`config.mk`:
```
export PLATFORM = sky130hd
export DESIGN_NAME = alu_controller
export DESIGN_NICKNAME = d
export VERILOG_FILES = /design/src/rtl/alu_pkg.sv /design/src/rtl/alu_controller_iter_counter.sv /design/src/rtl/alu_controller.sv
export SDC_FILE = /design/constraint.sdc
export NUM_CORES = 1
export LEC_CHECK = 0
export ABC_CLOCK_PERIOD_IN_PS = 3600
export BUFFER_PORTS_ARGS = -buffer_cell sky130_fd_sc_hd__buf_2
export CAP_MARGIN = 15
export CORE_MARGIN = 3
export CORE_UTILIZATION = 30
export CTS_CLUSTER_DIAMETER = 30
export DETAILED_ROUTE_END_ITERATION = 8
export PLACE_DENSITY = 0.6
export SKIP_CTS_REPAIR_TIMING = 1
export SYNTH_ARGS = -nofsm -noshare
export SYNTH_HDL_FRONTEND = slang
export SYNTH_SLANG_ARGS = --single-unit
```
`constraint.sdc`:
```
create_clock -name clk -period 3.6 [get_ports clk]
set_input_delay 0.72 -clock clk [delete_from_list [all_inputs] [get_ports clk]]
set_output_delay 0.72 -clock clk [all_outputs]
set_load 0.005 [all_outputs]
```
`src/rtl/alu_pkg.sv`:
```
// Shared definitions for the accumulator ALU controller: opcodes, FSM state
// encoding and default widths.
package alu_pkg;

  localparam int DATA_W_DEF = 8;
  localparam int CNT_W_DEF  = 4;

  localparam logic [1:0] OP_PASS = 2'd0;
  localparam logic [1:0] OP_ADD  = 2'd1;
  localparam logic [1:0] OP_SUB  = 2'd2;

  typedef enum logic [1:0] {
    ST_IDLE = 2'd0,
    ST_EXEC = 2'd1,
    ST_DONE = 2'd2
  } state_t;

endpackage

```
`src/rtl/alu_controller_iter_counter.sv`:
```
// Loadable down-counter tracking the remaining ALU iterations. o_last flags
// the final iteration so the controller can leave EXEC on that edge.
module iter_counter
  import alu_pkg::*;
#(
  parameter int CNT_W = CNT_W_DEF
) (
  input  logic             clk,
  input  logic             reset,
  input  logic             i_load,
  input  logic [CNT_W-1:0] i_load_val,
  input  logic             i_dec,
  output logic             o_last
);

  logic [CNT_W-1:0] r_count;

  // Load takes priority over decrement; the count never wraps below zero.
  always_ff @(posedge clk) begin
    if (reset) begin
      r_count <= '0;
    end else if (i_load) begin
      r_count <= i_load_val;
    end else if (i_dec && (r_count != '0)) begin
      r_count <= r_count - CNT_W'(1);
    end
  end

  assign o_last = (r_count == CNT_W'(1));

endmodule

```
`src/rtl/alu_controller.sv`:
```
// Sequencer for an external combinational ALU. Accepts one instruction at a
// time in IDLE, either loading the accumulator directly or iterating the
// latched opcode/operand against it N times, then pulses done for one cycle.
module alu_controller
  import alu_pkg::*;
#(
  parameter int DATA_W = DATA_W_DEF,
  parameter int CNT_W  = CNT_W_DEF
) (
  input  logic              clk,
  input  logic              reset,
  input  logic              instr_valid,
  output logic              instr_ready,
  input  logic              instr_load,
  input  logic [1:0]        instr_op,
  input  logic [DATA_W-1:0] instr_operand,
  input  logic [CNT_W-1:0]  instr_count,
  output logic [1:0]        alu_op,
  output logic [DATA_W-1:0] alu_in1,
  output logic [DATA_W-1:0] alu_in2,
  output logic [DATA_W-1:0] alu_in3,
  input  logic [DATA_W-1:0] alu_result,
  output logic [DATA_W-1:0] acc,
  output logic              zero,
  output logic              busy,
  output logic              done
);

  state_t            r_state;
  state_t            w_state_nxt;
  logic [DATA_W-1:0] r_acc;
  logic [1:0]        r_op;
  logic [DATA_W-1:0] r_operand;
  logic              w_accept;
  logic              w_exec_start;
  logic              w_last;

  // Remaining-iteration counter, loaded only when an ALU loop starts.
  iter_counter #(
    .CNT_W (CNT_W)
  ) u_iter_counter (
    .clk        (clk),
    .reset      (reset),
    .i_load     (w_exec_start),
    .i_load_val (instr_count),
    .i_dec      (r_state == ST_EXEC),
    .o_last     (w_last)
  );

  // State register; reset abandons any instruction in flight.
  always_ff @(posedge clk) begin
    if (reset) begin
      r_state <= ST_IDLE;
    end else begin
      r_state <= w_state_nxt;
    end
  end

  // Next-state and handshake/status decode. Instructions are only seen in IDLE.
  always_comb begin
    w_state_nxt  = r_state;
    instr_ready  = 1'b0;
    busy         = 1'b0;
    done         = 1'b0;
    alu_op       = r_op;
    w_accept     = 1'b0;
    w_exec_start = 1'b0;
    case (r_state)
      ST_IDLE: begin
        instr_ready = 1'b1;
        alu_op      = OP_PASS;
        if (instr_valid) begin
          w_accept = 1'b1;
          if (!instr_load && (instr_count != '0)) begin
            w_exec_start = 1'b1;
            w_state_nxt  = ST_EXEC;
          end else begin
            w_state_nxt  = ST_DONE;
          end
        end
      end
      ST_EXEC: begin
        busy = 1'b1;
        if (w_last) begin
          w_state_nxt = ST_DONE;
        end
      end
      ST_DONE: begin
        busy        = 1'b1;
        done        = 1'b1;
        w_state_nxt = ST_IDLE;
      end
      default: begin
        w_state_nxt = ST_IDLE;
      end
    endcase
  end

  // Accumulator: direct load on accept, ALU writeback on every EXEC cycle.
  always_ff @(posedge clk) begin
    if (reset) begin
      r_acc <= '0;
    end else if (w_accept && instr_load) begin
      r_acc <= instr_operand;
    end else if (r_state == ST_EXEC) begin
      r_acc <= alu_result;
    end
  end

  // Opcode/operand held stable for the whole iteration loop.
  always_ff @(posedge clk) begin
    if (reset) begin
      r_op      <= OP_PASS;
      r_operand <= '0;
    end else if (w_exec_start) begin
      r_op      <= instr_op;
      r_operand <= instr_operand;
    end
  end

  assign alu_in1 = r_acc;
  assign alu_in2 = r_operand;
  assign alu_in3 = r_operand;
  assign acc     = r_acc;
  assign zero    = (r_acc == '0);

endmodule

```
# Yosys cells after proc, flatten, opt, wreduce, memory -nomap -nowiden
# Cells that the tools add are included.
[totals]
reg_bits = 24
latchBits = 0
mem_bits_rw = 0
romBits = 0
input_bits = 26
out_inout_bits = 38
wordCells = 40
mem_count = 0
[op_classes]
n_addsub = 1
multipliers = 0
div = 0
magnitude_cmp = 0
eq_ne = 5
shift = 0
n_mux = 17
n_bitwise = 0
n_reduce_logical = 12
[op_table]
columns = ["op", "count"]
rows = [
  ["8-bit 2-to-1 mux", 2],
  ["8-bit zero test", 1],
  ["1-bit 2-to-1 mux", 8],
  ["2-bit 2-to-1 mux", 4],
  ["4-bit 2-to-1 mux", 2],
  ["4-bit nonzero test", 2],
  ["4-bit by 1-bit equality test with 1-bit output, second input constant", 1],
  ["2-bit inequality test, second input constant", 2],
  ["2-bit case mux with 2 select lines", 1],
  ["2-bit nonzero test", 2],
  ["4-bit by 1-bit subtractor with 4-bit output, second input constant", 1],
  ["1-bit logical AND", 3],
  ["2-bit by 1-bit equality test with 1-bit output, second input constant", 1],
  ["2-bit equality test, second input constant", 1],
  ["2-bit zero test", 1],
  ["2-bit AND reduction", 1],
  ["2-bit OR reduction", 1],
  ["1-bit zero test", 1],
]

# Longest topological paths before layout
# Gate-level depths: netlist of run 1.
[depth]
ltp_word = 6
depth_mapped = 6
depth_no_buf = 5

# Cells and area by module
# A second synthesis of run 1 with hierarchy kept.
[hier_totals]
cells_unflattened = 152
hier_area_um2 = 1361.3
[by_module_without_submodules]
columns = ["module", "n_inst", "cells_each", "area_per_inst_um2", "seq_area_each_um2"]
rows = [
  ["alu_controller", 1, 119, 1074.8, 400.4],
  ["iter_counter", 1, 33, 286.5, 80.1],
]

# Worst setup path after synthesis of run 1
# Ideal clock, no wire load.
[synth_timing]
path_kind = "flip-flop to output port"
from = "register r_acc[4], in the netlist acc[4]"
to = "output port zero"
arrival_time_ps = 951
required_ps = 2880
path_slack_ps = 1929
path_stages_with_launch = 3
path_buffers = 0
cell_sequence = "dfxtp_1 or4_1 nor2_1"
[synth_via]
elab_chain_cells = 1
[synth_lines]
columns = ["item", "line", "rtl"]
rows = [
  ["start, declared", "alu_controller.sv:31", "logic [DATA_W-1:0] r_acc;"],
  ["start signal, assigned", "alu_controller.sv:104", "r_acc <= instr_operand;"],
  ["start signal, assigned", "alu_controller.sv:106", "r_acc <= alu_result;"],
  ["8-bit zero test", "alu_controller.sv:125", "assign zero = (r_acc == '0);"],
  ["end, declared", "alu_controller.sv:24", "output logic zero,"],
]
# No other way between the ends.

# Worst setup path after layout of run 1
[layout_timing]
from = "register r_acc[0], in the netlist acc[0]"
to = "output port zero"
# Same word-level chain as after synthesis.

==> impl_metrics.yaml, run 1 <==
sta:
  finalHoldViolCount: 0
  fmaxAchievable_ghz: 0.475
  setup_tns_ns: 0
  finalMaxSlewViolations: 0
  setup_viol_count_final: 0
  period_needed_ns: 2.10
  period_share_pct: 58.5
  finalClockSkew_ns: 0.00562
  worstMarginPinSlew_ns: 0.642
  rsz0062_at_grt: "no"
  relSlewSlack_pct: 57.2
power_and_ir_drop:
  p_seq_share_pct: 47.4
  power_density_nw_per_um2: 368
  power_leakage_nw: 0.759
  p_sw_share_pct: 31.1
  power.share.clock_pct: 24.2
  peakVddDrop_mv: 0.180
  p_int_w: 0.000451
  netSwitchingPower_w: 0.000203
  pwr-share-comb_pct: 28.4
global_routing:
  grt_pass1_vias: 1274
  overflow: 0
  grt_max_degree: 23
  grt_antenna_before_repair: 0
  grt_pass1_wl_um: 6060
  grt_usage_pct: 12.5
yosys:
  netlist_area_um2: 1500
  synth-edff-count: 0
  yosysUniqueCellTypes: 37
  syn_nets: 186
  synth_top_area_cell: "dfxtp_1"
  seq_area_frac_synth_pct: 32.0
  async_reset_ff_share_pct: 0
  synth_area_leaders: "dfxtp_1, buf_4, nand3_2"
  yosysMostFrequentCell: "dfxtp_1"
  synth_cells: 155
  ys_warn_count: 0
  synth_commonest_cells: "dfxtp_1, buf_4"
  netlist.area_leader.share_pct: 32.0
  synth_area_per_cell_um2: 9.69
  synth_flop_cell: "dfxtp_1"
  ys_seq_elements: 24
job:
  drv_cap: 0
routing:
  antenna_left: 0
  drtPass1Iterations: 4
  drc: 0
  routedWlPerCell_um: 13.5
  via_per_inst: 4.74
  drt-initial-drc-count: 52
  finalWirelength_um: 3580
  vias: 1255
clock_network:
  cts-root-buf: "clkbuf_8"
  path_clk_slew_ns: 0.09
  clock_latency_ns: 0.26
  cts_tree: "built"
  cts.sinks: 24
  cts_buffer_depth: 2
  htreeDepth: 1
  cts_buffers: 3
die:
  initial_core_util_pct: 31.4
  coreArea_um2: 4790
  io_pins: 64
  dieArea_um2: 5890
  die_height_um: 76.8
  die_x_um: 76.8
  num_rows: 25
worst_setup_path:
  cp-start-kind: "register"
  cp.arrival_ns: 1.38
  critical_path_class: "reg2out"
  timing.rr.start: "r_state[0]$_SDFFE_PP0P_"
  slowest_stage: "or4_1"
  critPathBufInv: 1
  slowest_delay_ns: 0.54
  crit_cells: 3
  reg2reg_depth: 5
  worstPathRequired_ns: 2.88
  end_kind: "output port"
  cp_max_fo: 4
  path_cells: "or4_1 > nor2_1 > buf_2"
  crit_family: "simple AND/OR/NAND/NOR gates"
  crit_start: "acc[0]$_SDFFE_PP0P_"
hold_path:
  hold_class: "reg2reg"
  hold_start: "r_op[1]$_SDFFE_PP0P_"
  whs_path_depth: 2
placed_design:
  place.gp.congestion: 0.701
  portBuffers: 63
  dp_hpwl_um: 2670
outcome:
  status: "complete, no violations"
finish:
  final_nets: 231
  n_antenna_cell: 0
  utilization_pct: 37.2
  drive_gt1_share_pct: 52.5
  area_growth_pct: 18.3
power groups by stage:
stage	clock, W	combinational, W	sequential [W]
floorplan	0	0.000134	0.000314
global placement	0	0.000187	0.000318
detailed placement	0	0.000188	0.000317
CTS	0.000164	0.000188	0.000311
global route	0.000173	0.000207	0.000315
finish	0.000159	0.000186	0.000311
path summary, 6_finish.rpt:
path,end,slack [ns]
worst max-delay path,zero,1.50
worst min-delay path,r_op[1]$_SDFFE_PP0P_,0.46
worst max register to register,u_iter_counter.r_count[2]$_SDFFE_PP0P_,1.70
worst min register to register,r_op[1]$_SDFFE_PP0P_,0.46
layout make-up:
type	count	area [um^2]
clock buffers	3	41.3
fillers	509	3010
inverters	6	22.5
multi-input cells	100	820
flip-flops and latches	24	480
well taps	67	83.8
repair buffers	65	330
kinds of logic after synthesis:
group	synth area share, %
AOI/OAI and AO/OA	23.9
adders and majority gates	4.16
muxes	6.00
buffers and inverters	13.5
DFF	32.0
and+or+nand+nor	20.5
stage by stage:
stage / worst slack [ns] / hold WS, ns / total power [W] / cells / instance area, um^2
after detailed placement: 1.56 / 0.453 / 0.000504 / 262 / 1740
final: 1.50 / 0.462 / 0.000655 / 265 / 1780
after global routing: 1.43 / 0.485 / 0.000695 / 265 / 1780
after CTS: 1.48 / 0.465 / 0.000664 / 265 / 1780
after floorplan: 1.93 / 0.442 / 0.000448 / 155 / 1500
after global placement: 1.65 / 0.450 / 0.000505 / 262 / 1740
tightest hold or removal path: cells and delay by family, from the launching register on:
| kind | cells | cell delay, ns |
|---|---|---|
| DFF | 1 | 0.32 |
| AOI/OAI and AO/OA | 2 | 0.11 |
state kept, by name, indices dropped and copies added, names as in the netlist:
signal / flops
acc: 8
alu_in2: 8
r_op: 2
r_state: 2
u_iter_counter.r_count: 4
per-layer routing:
| layer | track usage, % | wire [um] |
|---|---|---|
| met1 | 16.1 | 1710 |
| met2 | 20.2 | 1580 |
| met3 | 3.99 | 277 |
| met4 | 2.72 | 19 |
| met5 | 0 | 0 |
cells in the final DEF (no fill, tap or decap), types with 2 or more instances in the layout:
cell,synthesis,routed
a211oi_1,9,9
a21oi_1,5,5
a21oi_2,10,10
buf_2,3,63
buf_4,18,2
clkbuf_8,0,3
dfxtp_1,24,24
ha_1,5,5
inv_1,6,6
mux2i_1,9,9
nand2_1,2,2
nand3_1,3,3
nand3_2,10,10
nor2_1,10,10
nor2b_1,4,4
nor3_1,2,2
o21ai_2,10,10
o31ai_1,2,2
or4_1,2,2
(Power assumes the default switching activity.)
==> run 2, diff against run 1 <==
- ABC_CLOCK_PERIOD_IN_PS: 3600 -> 2150
- clock period: 3.6 -> 2.15 ns (I/O delays scaled with it)
==> impl_metrics.yaml, run 2 (same netlist as run 1, synthesis figures left out) <==
outcome:
  status: "complete, no violations"
clock_network:
  htreeDepth: 1
  path_clk_slew_ns: 0.09
  cts_buffer_depth: 2
  cts_tree: "built"
  cts-root-buf: "clkbuf_8"
  cts.sinks: 24
  clock_latency_ns: 0.26
  cts_buffers: 3
sta:
  setup_viol_count_final: 0
  finalClockSkew_ns: 0.00185
  period_needed_ns: 1.80
  finalMaxSlewViolations: 0
  finalHoldViolCount: 0
  period_share_pct: 83.6
  relSlewSlack_pct: 59.6
  worstMarginPinSlew_ns: 0.604
  layout_setup_ws_ns: 0.353
  fmaxAchievable_ghz: 0.556
  rsz0062_at_grt: "no"
  setup_tns_ns: 0
die:
  dieArea_um2: 5890
  die_x_um: 76.8
  io_pins: 64
  initial_core_util_pct: 31.4
  die_height_um: 76.8
  coreArea_um2: 4790
  num_rows: 25
worst_setup_path:
  worstPathRequired_ns: 1.72
  cp_max_fo: 4
  end_kind: "output port"
  critical_path_class: "reg2out"
  cp-start-kind: "register"
  cp.arrival_ns: 1.37
finish:
  utilization_pct: 38.1
  n_antenna_cell: 0
  fillers: 494
  drive_gt1_share_pct: 53.2
  final_nets: 233
  most-common-layout-cells: "buf_2, dfxtp_1"
  final_common_cell: "buf_2"
  area_growth_pct: 21.3
placed_design:
  dp_hpwl_um: 2710
  portBuffers: 63
  pre_cts_slack_ns: 0.448
  place.gp.congestion: 0.792
global_routing:
  grt_max_degree: 17
  grt_usage_pct: 11.7
  overflow: 0
  grt_antenna_before_repair: 0
  grt_pass1_vias: 1218
  grt_pass1_wl_um: 5710
hold_path:
  hold_class: "in2reg"
routing:
  antenna_left: 0
  drt-initial-drc-count: 60
  drtPass1Iterations: 4
  finalWirelength_um: 3560
  via_per_inst: 4.74
  vias: 1271
  routedWlPerCell_um: 13.3
  drc: 0
power_and_ir_drop:
  power_leakage_nw: 0.783
  power_density_nw_per_um2: 677
  peakVddDrop_mv: 0.528
job:
  drv_cap: 0
-- run 2: cell count changes in the layout (fill, tap and decap cells not counted), sizes merged --
cell,previous run,this run
bufinv,0,1
buf,65,67
-- run 2: per-layer routing --
layer,global-route usage (%),up-vias,wire (um)
met5,0,-,0
met4,2.17,0,27
met2,19.0,53,1520
met1,15.2,569,1730
li1,-,645,-
met3,3.76,4,279
-- run 2: layout make-up --
class	count	area [um^2]	share of cell area [%]
Clock inverter	1	30.0	1.65
Timing Repair Buffer	67	345	18.9
Inverter	6	22.5	1.24
Multi-Input combinational cell	100	820	45.0
Clock buffer	3	41.3	2.26
Tap cell	67	83.8	4.60
Sequential cell	24	480	26.4
-- run 2: worst paths after layout --
| check | from | endpoint | slack [ns] | depth (start not counted) |
|---|---|---|---|---|
| max | acc[0]$_SDFFE_PP0P_ | zero | 0.35 | 3 |
| min | instr_op[1] | r_op[1]$_SDFFE_PP0P_ | 0.40 | 3 |
| max reg2reg | r_state[0]$_SDFFE_PP0P_ | r_state[0]$_SDFFE_PP0P_ | 0.48 | 5 |
| min reg2reg | r_op[1]$_SDFFE_PP0P_ | r_op[1]$_SDFFE_PP0P_ | 0.47 | 2 |
-- run 2: report_power, final --
group	switching (W)	leakage [nW]	internal [W]
registers	0.0000360	0.197	0.000484
clock network	0.000150	0.0357	0.000249
logic	0.000164	0.551	0.000151
-- run 2: metrics by stage --
| step | cell area (um^2) | hold slack (ns) | std cells | total power (W) |
|---|---|---|---|---|
| finish | 1820 | 0.403 | 268 | 0.00123 |
| global route | 1820 | 0.400 | 268 | 0.00130 |
| CTS | 1820 | 0.397 | 268 | 0.00125 |
| detailed placement | 1750 | 0.456 | 264 | 0.000848 |
| global placement | 1750 | 0.451 | 264 | 0.000848 |
| floorplan | 1500 | 0.442 | 155 | 0.000749 |
-- run 2: critical path, stage by stage, from the launching register on --
cell     delay (ns)
dfxtp_1        0.34
or4_1          0.55
nor2_1         0.10
buf_2          0.11
==> run 3, diff against run 2 <==
- ABC_CLOCK_PERIOD_IN_PS: 2150 -> 1550
- PLACE_DENSITY: 0.6 -> 0.62
- clock period: 2.15 -> 1.55 ns (I/O delays scaled with it)
==> impl_metrics.yaml, run 3 (same netlist as run 1, synthesis figures left out) <==
finish:
  most-common-layout-cells: "buf_2, dfxtp_1"
  area_growth_pct: 32.1
  final_common_cell: "buf_2"
  fillers: 491
  drive_gt1_share_pct: 64.8
  final_nets: 242
  utilization_pct: 41.5
  fin_cells: 277
  multiInputGateArea_um2: 865
  n_antenna_cell: 0
  register_area_um2: 493
global_routing:
  grt_usage_pct: 12.3
  grt_pass1_wl_um: 5950
  grt_pass1_vias: 1252
  overflow: 0
  grt_antenna_before_repair: 0
  grt_max_degree: 17
sta:
  period_share_pct: 108
  worstMarginPinSlew_ns: 0.263
  relSlewSlack_pct: 82.3
  setup_viol_count_final: 1
  rsz0062_at_grt: "yes"
  whs_ns: 0.279
  finalHoldViolCount: 0
  layout_setup_ws_ns: -0.129
  fmaxAchievable_ghz: 0.596
  finalClockSkew_ns: 0.00750
  period_needed_ns: 1.68
  finalMaxSlewViolations: 0
clock_network:
  cts.sinks: 24
  cts_buffer_depth: 2
  cts_tree: "built"
  cts_buffers: 3
  clock_latency_ns: 0.27
  cts-root-buf: "clkbuf_8"
  htreeDepth: 1
  path_clk_slew_ns: 0.09
job:
  drv_cap: 0
routing:
  drc: 0
  antenna_left: 0
  routedWlPerCell_um: 13.8
  vias: 1309
  finalWirelength_um: 3830
  drt-initial-drc-count: 61
  via_per_inst: 4.73
  drtPass1Iterations: 4
placed_design:
  place.gp.congestion: 0.777
  pre_cts_slack_ns: 0.0298
  portBuffers: 63
  dpl.cell_count: 269
  dp_hpwl_um: 2800
worst_setup_path:
  critical_path_class: "reg2out"
  crit_family: "simple AND/OR/NAND/NOR gates"
  critPathBufInv: 1
  worstPathRequired_ns: 1.24
  slowest_delay_ns: 0.52
  slowest_stage: "or4_4"
  cp_max_fo: 2
  cp.arrival_ns: 1.37
  end_kind: "output port"
  path_cells: "or4_4 > nor2_2 > buf_2"
  cp-start-kind: "register"
outcome:
  status: "finished, violations left"
  violations: "negative setup slack"
die:
  die_height_um: 76.8
  num_rows: 25
  die_x_um: 76.8
  initial_core_util_pct: 31.4
  dieArea_um2: 5890
  coreArea_um2: 4790
  io_pins: 64
power_and_ir_drop:
  power_leakage_nw: 0.848
  power_density_nw_per_um2: 919
  finalPower_w: 0.00182
  peakVddDrop_mv: 0.635
hold_path:
  hold_class: "in2reg"
## run 3: cell types whose count changed in the layout (fill, tap and decap cells not counted), sizes merged
cell and change:
buf +9
## run 3: worst reg2reg max path: cells and delay by family, from the launching register on
kind,cells,cell delay (ns)
buffers and inverters,1,0.09
AO/OA/AOI/OAI,2,0.42
flip-flops,1,0.35
adder cells (fa/ha/maj),1,0.18
AND/OR/NAND/NOR,1,0.39
## run 3: path summary, 6_finish.rpt
kind                                     startpoint  cells past startpoint                      end  slack (ns)
min reg2reg                    r_op[1]$_SDFFE_PP0P_                      2     r_op[1]$_SDFFE_PP0P_        0.47
max                             acc[4]$_SDFFE_PP0P_                      3                     zero       -0.13
min                                     instr_op[1]                      3     r_op[1]$_SDFFE_PP0P_        0.28
max reg2reg  u_iter_counter.r_count[1]$_SDFFE_PP0P_                      5  r_state[0]$_SDFFE_PP0P_        0.05
## run 3: power breakdown
group	internal [W]	switching (W)
clock	0.000345	0.000215
combinational	0.000283	0.000256
sequential	0.000676	0.0000500
total	0.00130	0.000521
## run 3: layout make-up
type / instances / area share, %
inverter: 6 / 1.13
multi-input combinational: 100 / 43.5
tap: 67 / 4.22
clock inverter: 1 / 1.51
clock buffer: 3 / 2.08
timing repair buffer: 76 / 22.7
sequential: 24 / 24.8
## run 3: metal layers
| layer | global-route usage (%) | vias up | wire length, um |
|---|---|---|---|
| met1 | 16.8 | 589 | 1750 |
| met4 | 1.09 | 0 | 10 |
| met3 | 3.76 | 2 | 316 |
| met5 | 0 | - | 0 |
| li1 | - | 662 | - |
| met2 | 19.6 | 56 | 1750 |
## run 3: through the flow
step | area [um^2] | setup TNS [ns]
2_1_floorplan | 1500 | 0
3_3_place_gp | 1830 | 0
3_5_place_dp | 1830 | 0
4_1_cts | 1900 | -0.425
5_1_grt | 1990 | -0.159
6_report | 1990 | -0.129
